--- config.mk ---
export PLATFORM = sky130hd
export DESIGN_NAME = lr_predictor
export DESIGN_NICKNAME = d
export VERILOG_FILES = /design/src/rtl/lr_predictor.sv
export SDC_FILE = /design/constraint.sdc
export NUM_CORES = 2
export LEC_CHECK = 0
export CAP_MARGIN = 5
export CORE_MARGIN = 2
export CORE_UTILIZATION = 35
export CTS_CLUSTER_DIAMETER = 200
export DETAILED_ROUTE_END_ITERATION = 8
export DONT_BUFFER_PORTS = 1
export GPL_TIMING_DRIVEN = 0
export PLACE_DENSITY = 0.56
export SLEW_MARGIN = 20
export SYNTH_ARGS = -nofsm -noshare
export SYNTH_HDL_FRONTEND = slang
export SYNTH_SLANG_ARGS = --single-unit
--- constraint.sdc ---
create_clock -name clk -period 8.15 [get_ports clk]
set_input_delay 0.4075 -clock clk [delete_from_list [all_inputs] [get_ports clk]]
set_output_delay 0.4075 -clock clk [all_outputs]
set_load 0.01 [all_outputs]
--- src/rtl/lr_predictor.sv ---
// lr_predictor
// Consumes the result of a Linear_Regression fit and evaluates it over a
// stream of samples. The fitted coefficients (B1, B0 and the MSE) are captured
// on coef_load. (X, Y) pairs then flow through a three-stage valid/ready
// pipeline. Each result carries the prediction Y_hat = B1*X + B0, which is
// rounded and saturated to 16 bits, the residual Y - Y_hat, and an outlier flag
// that is set when residual^2 > THRESH * MSE.
//
// Ports
//   clk         system clock, rising edge
//   rst         synchronous reset, active low
//   coef_load   one-cycle strobe that captures B1 / B0 / MSE
//   B1, B0      slope and intercept, signed Q16.16
//   MSE         mean squared error, unsigned Q16.16
//   in_valid    X/Y sample valid
//   in_ready    sample is accepted this cycle when in_valid is also high
//   X, Y        signed integer sample and observed value
//   out_valid   result valid; the result holds until out_ready
//   out_ready   downstream accepts the result
//   Y_hat       signed prediction, rounded half toward +inf, saturated
//   resid       signed Y - Y_hat
//   outlier     resid^2 > THRESH * MSE
//   coef_valid  a set of active coefficients is present
//
// Parameters
//   THRESH      outlier multiplier applied to MSE (1..255)
//   FRAC        number of fractional bits in B1/B0/MSE; only 16 is supported
//
// State | meaning
// ------+------------------------------------------------------------------
// IDLE  | no coefficients yet, input closed
// RUN   | active coefficients valid, samples accepted
// DRAIN | new coefficients wait in shadow regs until the pipeline is empty

module lr_predictor #(
    parameter int THRESH = 9,
    parameter int FRAC   = 16
) (
    input  logic               clk,
    input  logic               rst,
    input  logic               coef_load,
    input  logic [31:0]        B1,
    input  logic [31:0]        B0,
    input  logic [31:0]        MSE,
    input  logic               in_valid,
    output logic               in_ready,
    input  logic signed [15:0] X,
    input  logic signed [15:0] Y,
    output logic               out_valid,
    input  logic               out_ready,
    output logic signed [15:0] Y_hat,
    output logic signed [16:0] resid,
    output logic               outlier,
    output logic               coef_valid
);

    typedef enum logic [1:0] {
        IDLE  = 2'd0,
        RUN   = 2'd1,
        DRAIN = 2'd2
    } state_t;

    localparam logic signed [47:0] RND     = 48'sh1 << (FRAC - 1);
    localparam logic signed [47:0] SAT_MAX = 48'sd32767;
    localparam logic signed [47:0] SAT_MIN = -48'sd32768;
    localparam logic [7:0]         THRESH_W = 8'(THRESH);

    state_t state, state_nxt;

    logic [31:0] b1_act, b0_act, mse_act;
    logic [31:0] b1_sh,  b0_sh,  mse_sh;

    logic v1, v2, v3;
    logic advance, accept, pipe_empty;
    logic load_act_in, load_act_sh, load_sh;

    // Stage registers.
    logic signed [47:0] p1;
    logic signed [15:0] y1;
    logic signed [15:0] yhat2;
    logic signed [16:0] resid2;

    // Stage combinational results.
    logic signed [47:0] prod;
    logic signed [47:0] b0_ext;
    logic signed [47:0] sum2;
    logic signed [47:0] rnd2;
    logic signed [15:0] yhat_sat;
    logic signed [16:0] resid_nxt;
    logic [16:0]        mag;
    logic [33:0]        sq;
    logic [49:0]        lhs, rhs;
    logic               outlier_nxt;

    // ------------------------------------------------------------------
    // Handshake
    // ------------------------------------------------------------------
    assign advance    = !v3 || out_ready;
    assign pipe_empty = !(v1 || v2 || v3);
    assign in_ready   = (state == RUN) && advance && !coef_load;
    assign accept     = in_valid && in_ready;
    assign out_valid  = v3;
    assign coef_valid = (state != IDLE);

    // ------------------------------------------------------------------
    // Control FSM
    // ------------------------------------------------------------------
    always_ff @(posedge clk) begin
        if (!rst) begin
            state <= IDLE;
        end else begin
            state <= state_nxt;
        end
    end

    always_comb begin
        state_nxt   = state;
        load_act_in = 1'b0;
        load_act_sh = 1'b0;
        load_sh     = 1'b0;
        case (state)
            IDLE: begin
                if (coef_load) begin
                    load_act_in = 1'b1;
                    state_nxt   = RUN;
                end
            end
            RUN: begin
                if (coef_load) begin
                    // Nothing in flight: the new set can go straight in.
                    if (pipe_empty && !accept) begin
                        load_act_in = 1'b1;
                    end else begin
                        load_sh   = 1'b1;
                        state_nxt = DRAIN;
                    end
                end
            end
            DRAIN: begin
                if (pipe_empty) begin
                    // A load arriving on the same cycle is newer than the shadow.
                    if (coef_load) begin
                        load_act_in = 1'b1;
                    end else begin
                        load_act_sh = 1'b1;
                    end
                    state_nxt = RUN;
                end else if (coef_load) begin
                    load_sh = 1'b1;
                end
            end
            default: state_nxt = IDLE;
        endcase
    end

    // ------------------------------------------------------------------
    // Coefficient registers
    // ------------------------------------------------------------------
    always_ff @(posedge clk) begin
        if (!rst) begin
            b1_act  <= '0;
            b0_act  <= '0;
            mse_act <= '0;
            b1_sh   <= '0;
            b0_sh   <= '0;
            mse_sh  <= '0;
        end else begin
            if (load_act_in) begin
                b1_act  <= B1;
                b0_act  <= B0;
                mse_act <= MSE;
            end else if (load_act_sh) begin
                b1_act  <= b1_sh;
                b0_act  <= b0_sh;
                mse_act <= mse_sh;
            end
            if (load_sh) begin
                b1_sh  <= B1;
                b0_sh  <= B0;
                mse_sh <= MSE;
            end
        end
    end

    // ------------------------------------------------------------------
    // Datapath
    // ------------------------------------------------------------------
    // The active coefficients cannot change while a sample is in flight, so
    // stages 2 and 3 can read b0_act and mse_act directly.
    assign prod = $signed({{16{b1_act[31]}}, b1_act}) * $signed({{32{X[15]}}, X});

    assign b0_ext = $signed({{16{b0_act[31]}}, b0_act});
    assign sum2   = p1 + b0_ext + RND;
    assign rnd2   = sum2 >>> FRAC;

    always_comb begin
        yhat_sat = rnd2[15:0];
        if (rnd2 > SAT_MAX) begin
            yhat_sat = 16'sh7FFF;
        end else if (rnd2 < SAT_MIN) begin
            yhat_sat = 16'sh8000;
        end
    end

    assign resid_nxt = {y1[15], y1} - {yhat_sat[15], yhat_sat};

    // resid is an integer and MSE is Q16.16, so resid^2 is scaled up by FRAC
    // before the compare. The product of |resid| with itself fits in 34 bits.
    assign mag         = resid2[16] ? (17'd0 - resid2) : resid2;
    assign sq          = 34'(mag) * 34'(mag);
    assign lhs         = 50'(sq) << FRAC;
    assign rhs         = 50'(THRESH_W) * 50'(mse_act);
    assign outlier_nxt = lhs > rhs;

    always_ff @(posedge clk) begin
        if (!rst) begin
            v1      <= 1'b0;
            v2      <= 1'b0;
            v3      <= 1'b0;
            p1      <= '0;
            y1      <= '0;
            yhat2   <= '0;
            resid2  <= '0;
            Y_hat   <= '0;
            resid   <= '0;
            outlier <= 1'b0;
        end else if (advance) begin
            v1 <= accept;
            v2 <= v1;
            v3 <= v2;
            if (accept) begin
                p1 <= prod;
                y1 <= Y;
            end
            if (v1) begin
                yhat2  <= yhat_sat;
                resid2 <= resid_nxt;
            end
            if (v2) begin
                Y_hat   <= yhat2;
                resid   <= resid2;
                outlier <= outlier_nxt;
            end
        end
    end

endmodule
# == After elaboration in Yosys (flattened, before gate mapping) ==
# Index checks and enable logic that the tools add are counted.
# totals
regBits,328
inputBits,133
output_inout_bits,37
wordCells,77
# classes
n_addsub,4
mul,3
magnitude_cmp,3
eq_ne,6
mux,26
reduce_logical,18
# op_table
op,count
$mux W32,6
$gt A50 B36 Y1,1
$add A48 B17 Y48 const B,1
$add A48 B32 Y48,1
$mul A32 B16 Y48,1
$mul A4 B32 Y36 const A,1
$mul A17 B17 Y34,1
$gt A32 B16 Y1 const B,1
$lt A32 B16 Y1 const B,1
$mux W16,2
$mux W17,1
$sub A1 B17 Y17 const A,1
$sub A16 B16 Y17,1
$mux W1,10
$mux W2,4
$ne A2 B2 Y1 const B,4
$pmux W2 S3,1
$reduce_and A2 Y1,3
$logic_and A1 B1 Y1,4
$logic_not A1 Y1,4
$reduce_and A4 Y1,1
$reduce_bool A2 Y1,2
$logic_or A1 B1 Y1,3
$pmux W1 S3,1
other kinds (4),4

# == Longest topological paths before layout ==
# logic_depth
depth_word,11
mapped_depth,39
mapped_depth_nobuf,39

# == Worst setup path after synthesis ==
# No wires, ideal clock.
# synth_path
path_kind,flip-flop to flip-flop
start,reg resid2[3]
end,reg outlier
setup_ns,0.074
arrival_time_ns,8.549
required_time_ns,8.076
setup_slack_ns,-0.473
stages_incl_launch_ff,36
path_buffers,1
synth_period_minus_slack_ns,8.623
cell_sequence,dfxtp_1 > clkbuf_1 > nor4_1 > nand2b_1 > or3_1 > o31ai_1 > xor2_1 > clkinv_1 > nand2_1 > fa_1 > fa_1 > fa_1 > inv_1 > fa_1 > fa_1 > inv_1 > fa_1 > inv_1 > ha_1 > a21oi_1 > o21bai_1 > a2111oi_0 > nor2_1 > a21oi_1 > o21bai_1 > xor2_1 > ha_1 > nand3_1 > nor3_1 > nand2_1 > a21oi_1 > a211oi_1 > a31oi_1 > a31oi_1 > and4_1 > a31oi_1
# synth_between
elab_chain_cells,4
# synth_rtl
element,line_no,text
from (decl),81,logic signed [16:0] resid2;
from (signal assigned),237,resid2 <= resid_nxt;
$sub A1 B17 Y17,209,assign mag = resid2[16] ? (17'd0 - resid2) : resid2;
$mux W17 (*),209,
$mul A17 B17 Y34 (*),210,assign sq = 34'(mag) * 34'(mag);
$gt A50 B36 Y1 (*),213,assign outlier_nxt = lhs > rhs;
to (signal assigned),242,outlier <= outlier_nxt;
to (decl),53,"output logic outlier,"
# Mark *: on every way between the ends. The rest lies on a longest branch, timed or not.
# A chain may end at the register's enable or synchronous reset.

# == Worst setup path after layout ==
# layout_path
start,reg resid2[4]
end,reg outlier
# Same word-level chain as after synthesis.

==> summary.txt <==
STA
  – Max Fclk: 118 MHz
  – Max-slew headroom: 0.182
  – Worst slew pin tran: 1.23 ns
  – Final WS setup: -0.307 ns
  – Final hold vios: 0
  – Tcrit/Tclk final: 1.04
  – Period minus WS final: 8.46 ns
  – Final setup fails: 1
  – Unrepaired setup endpoints after global routing: yes
  – Worst Skew: 0.0414 ns
  – Pins Over Slew Limit: 0

Synth
  – Synthesized cell area: 44200 sq um
  – Seq/Total Area, Yosys: 0.148
  – Top_reg_cell synth: dfxtp_1
  – Number of synthesized flops with an enable pin: 0
  – Synth Instances: 5143
  – Synth warn: 0
  – FF+latch count, synth: 328
  – Mapped Avg Cell Area: 8.60 sq um
  – Unique masters post-synth: 101
  – Post-synth ARST share: 0

Cells and area
  – Post-route cell area: 50000 sq um
  – Final net count: 6564
  – Utilization after layout: 0.398
  – Most common cell after layout, fill and taps aside: nand2_1
  – Most frequent cells in the layout: 851 x nand2_1, 805 x inv_1, 678 x fa_1, 397 x ha_1, 329 x a21oi_1
  – Area grow syn2layout: 13.1%
  – Share of post-route cells with drive strength above 1: 0.0519

Drt
  – Number of routed nets with antenna violations: 0
  – Pre-Repair DR Iteration Count: 5
  – Initial DRC count: 2543
  – DRC viols: 0
  – Total number of vias: 35953
  – Routed WL per cell: 20.4 microns
  – Routed WL: 144000 microns
  – Via-to-Cell Ratio: 5.10

Clocking
  – H-tree depth: 2
  – Clock transition at the registers of the reported paths: 0.08 ns
  – CTS Buffer Depth: 3
  – CTS tree: yes
  – Num Clock Sinks: 328
  – Root buffer cell: clkbuf_16
  – Worst-skew pair later-pin latency: 0.63 ns
  – CTS Buf Count: 42

Run status
  – Failing checks: negative setup slack
  – Status: finished with violations

Placement
  – Placement Setup Slack: -3.14 ns
  – # port buffers: 0
  – Dpl hpwl: 117000 microns
  – Routability cong.: 0.954
  – Placed Area: 46400 sq um

Critical path
  – CP max-delay cell: fa_1
  – WS Path Type: flip-flop to flip-flop
  – Crit end category: flip-flop
  – Worst Path Arrival: 9.03 ns
  – Critical Path Fanout Max: 5
  – Crit path buf inv count: 7
  – Slowest stage delay, CP: 0.55 ns
  – CP top delay family: adder cells
  – CP Launch Type: flip-flop
  – Critical Path RT: 8.72 ns

Floorplanning
  – Core Footprint: 126000 sq um
  – Die footprint: 129000 sq um
  – Ports: 170
  – FP Rows: 130
  – Die W: 360 microns
  – Initial core utilization: 0.352
  – Chip height: 360 microns

Run
  – Max_cap viols: 0

GRT
  – Largest net degree at the start of global routing: 19
  – Vias in the first global route: 36430
  – Number of antenna violations at the first check in global routing: 27
  – Global-route wire length before repair: 220000 microns
  – Gr ovfl total: 0
  – Gr usage total: 0.220

Hold path
  – Hold Crit Class: input pin to flip-flop
## logic make-up (layout without fill, tap and decap cells)
kind of cell / after synthesis / in the layout / synth area share
simple gates: 1550 / 1550 / 0.157
compound gates: 859 / 859 / 0.124
xor+xnor: 145 / 145 / 0.0287
mux: 105 / 105 / 0.0238
flops: 328 / 328 / 0.148
fa+ha+maj: 1089 / 1089 / 0.424
buf+inv: 1065 / 1288 / 0.0942
other cells: 2 / 29 / 0.000170
## synthesized netlist by cell type (23+ instances only)
master    count  area (sq um)
a211oi_1    113           848
a21o_1       95           713
a21oi_1     336          1680
a31oi_1      23           144
and2_1      185          1160
clkbuf_1    206           773
dfxtp_1     328          6570
fa_1        681         13600
ha_1        408          5100
inv_1       815          3060
mux2i_1     105          1050
nand2_1     859          3220
nand2b_1     49           307
nand3_1      56           280
nor2_1      235           882
nor3_1       36           180
o21ai_0     107           536
o21bai_1     23           173
xnor2_1      92           806
xor2_1       53           464
## layer usage
metal  GRT usage  routed length (microns)
met2       0.353                    65400
met4      0.0563                     3650
met3      0.0421                    10200
met5           0                      138
met1       0.302                    64200
## worst register-to-register path, delay by kind of cell (launching register included)
kind	cells	cell delay, ns
compound gates	12	2.05
flops	1	0.36
simple gates	9	1.65
buf+inv	7	0.65
xor+xnor	2	0.38
fa+ha+maj	8	3.34
## flip-flops by register name, summed over array words and instances, names as in the netlist
name       count
mse_sh        32
state          2
b0_sh         32
Y_hat         16
resid         17
v2             1
outlier        1
y1            16
resid2        17
b0_act        32
out_valid      1
b1_sh         32
p1            48
b1_act        32
yhat2         16
mse_act       32
v1             1
## path summary, 6_finish.rpt
kind	start	to	slack (ns)	depth (start not counted)
setup / recovery	resid2[4]$_SDFFE_PN0P_	outlier$_SDFFE_PN0P_	-0.31	38
hold / removal	rst	p1[44]$_SDFFE_PN0P_	0.05	3
setup reg to reg	resid2[4]$_SDFFE_PN0P_	outlier$_SDFFE_PN0P_	-0.31	38
hold reg to reg	b1_sh[30]$_SDFFE_PN0P_	b1_sh[30]$_SDFFE_PN0P_	0.45	2
## repair_timing
action | CTS | global route
setup endpoints to repair | 1 | 12
hold buffers | 114 | 0
gates resized for setup | 95 | 65
endpoints found under the hold margin | 212 | 0
buffers inserted | 24 | 9
pin swaps | 35 | 45
## layout make-up
class                   count  area (sq um)
clock inverters            24           344
repair buffers            147          1420
clock buffers              54          1160
well taps                1650          2060
plain buffers             241          1110
inverters                 822          3130
diodes                     17          42.5
multi-input cells        3760         34200
flip-flops and latches    328          6590
fillers                 12713         75500
## stage by stage
| step | std cells | TNS [ns] | hold slack [ns] |
|---|---|---|---|
| after floorplan | 5153 | 0 | 0.429 |
| after global placement | 6803 | -3.09 | 0.441 |
| after detailed placement | 6803 | -3.14 | 0.447 |
| after CTS | 7017 | -0.530 | 0.0142 |
| after global routing | 7035 | -0.612 | 0.0701 |
| final | 7043 | -0.307 | 0.0481 |
Power is left out: the tool's default activity adds up to more than one toggle a clock period on the data nets, which glitch-free logic cannot reach.
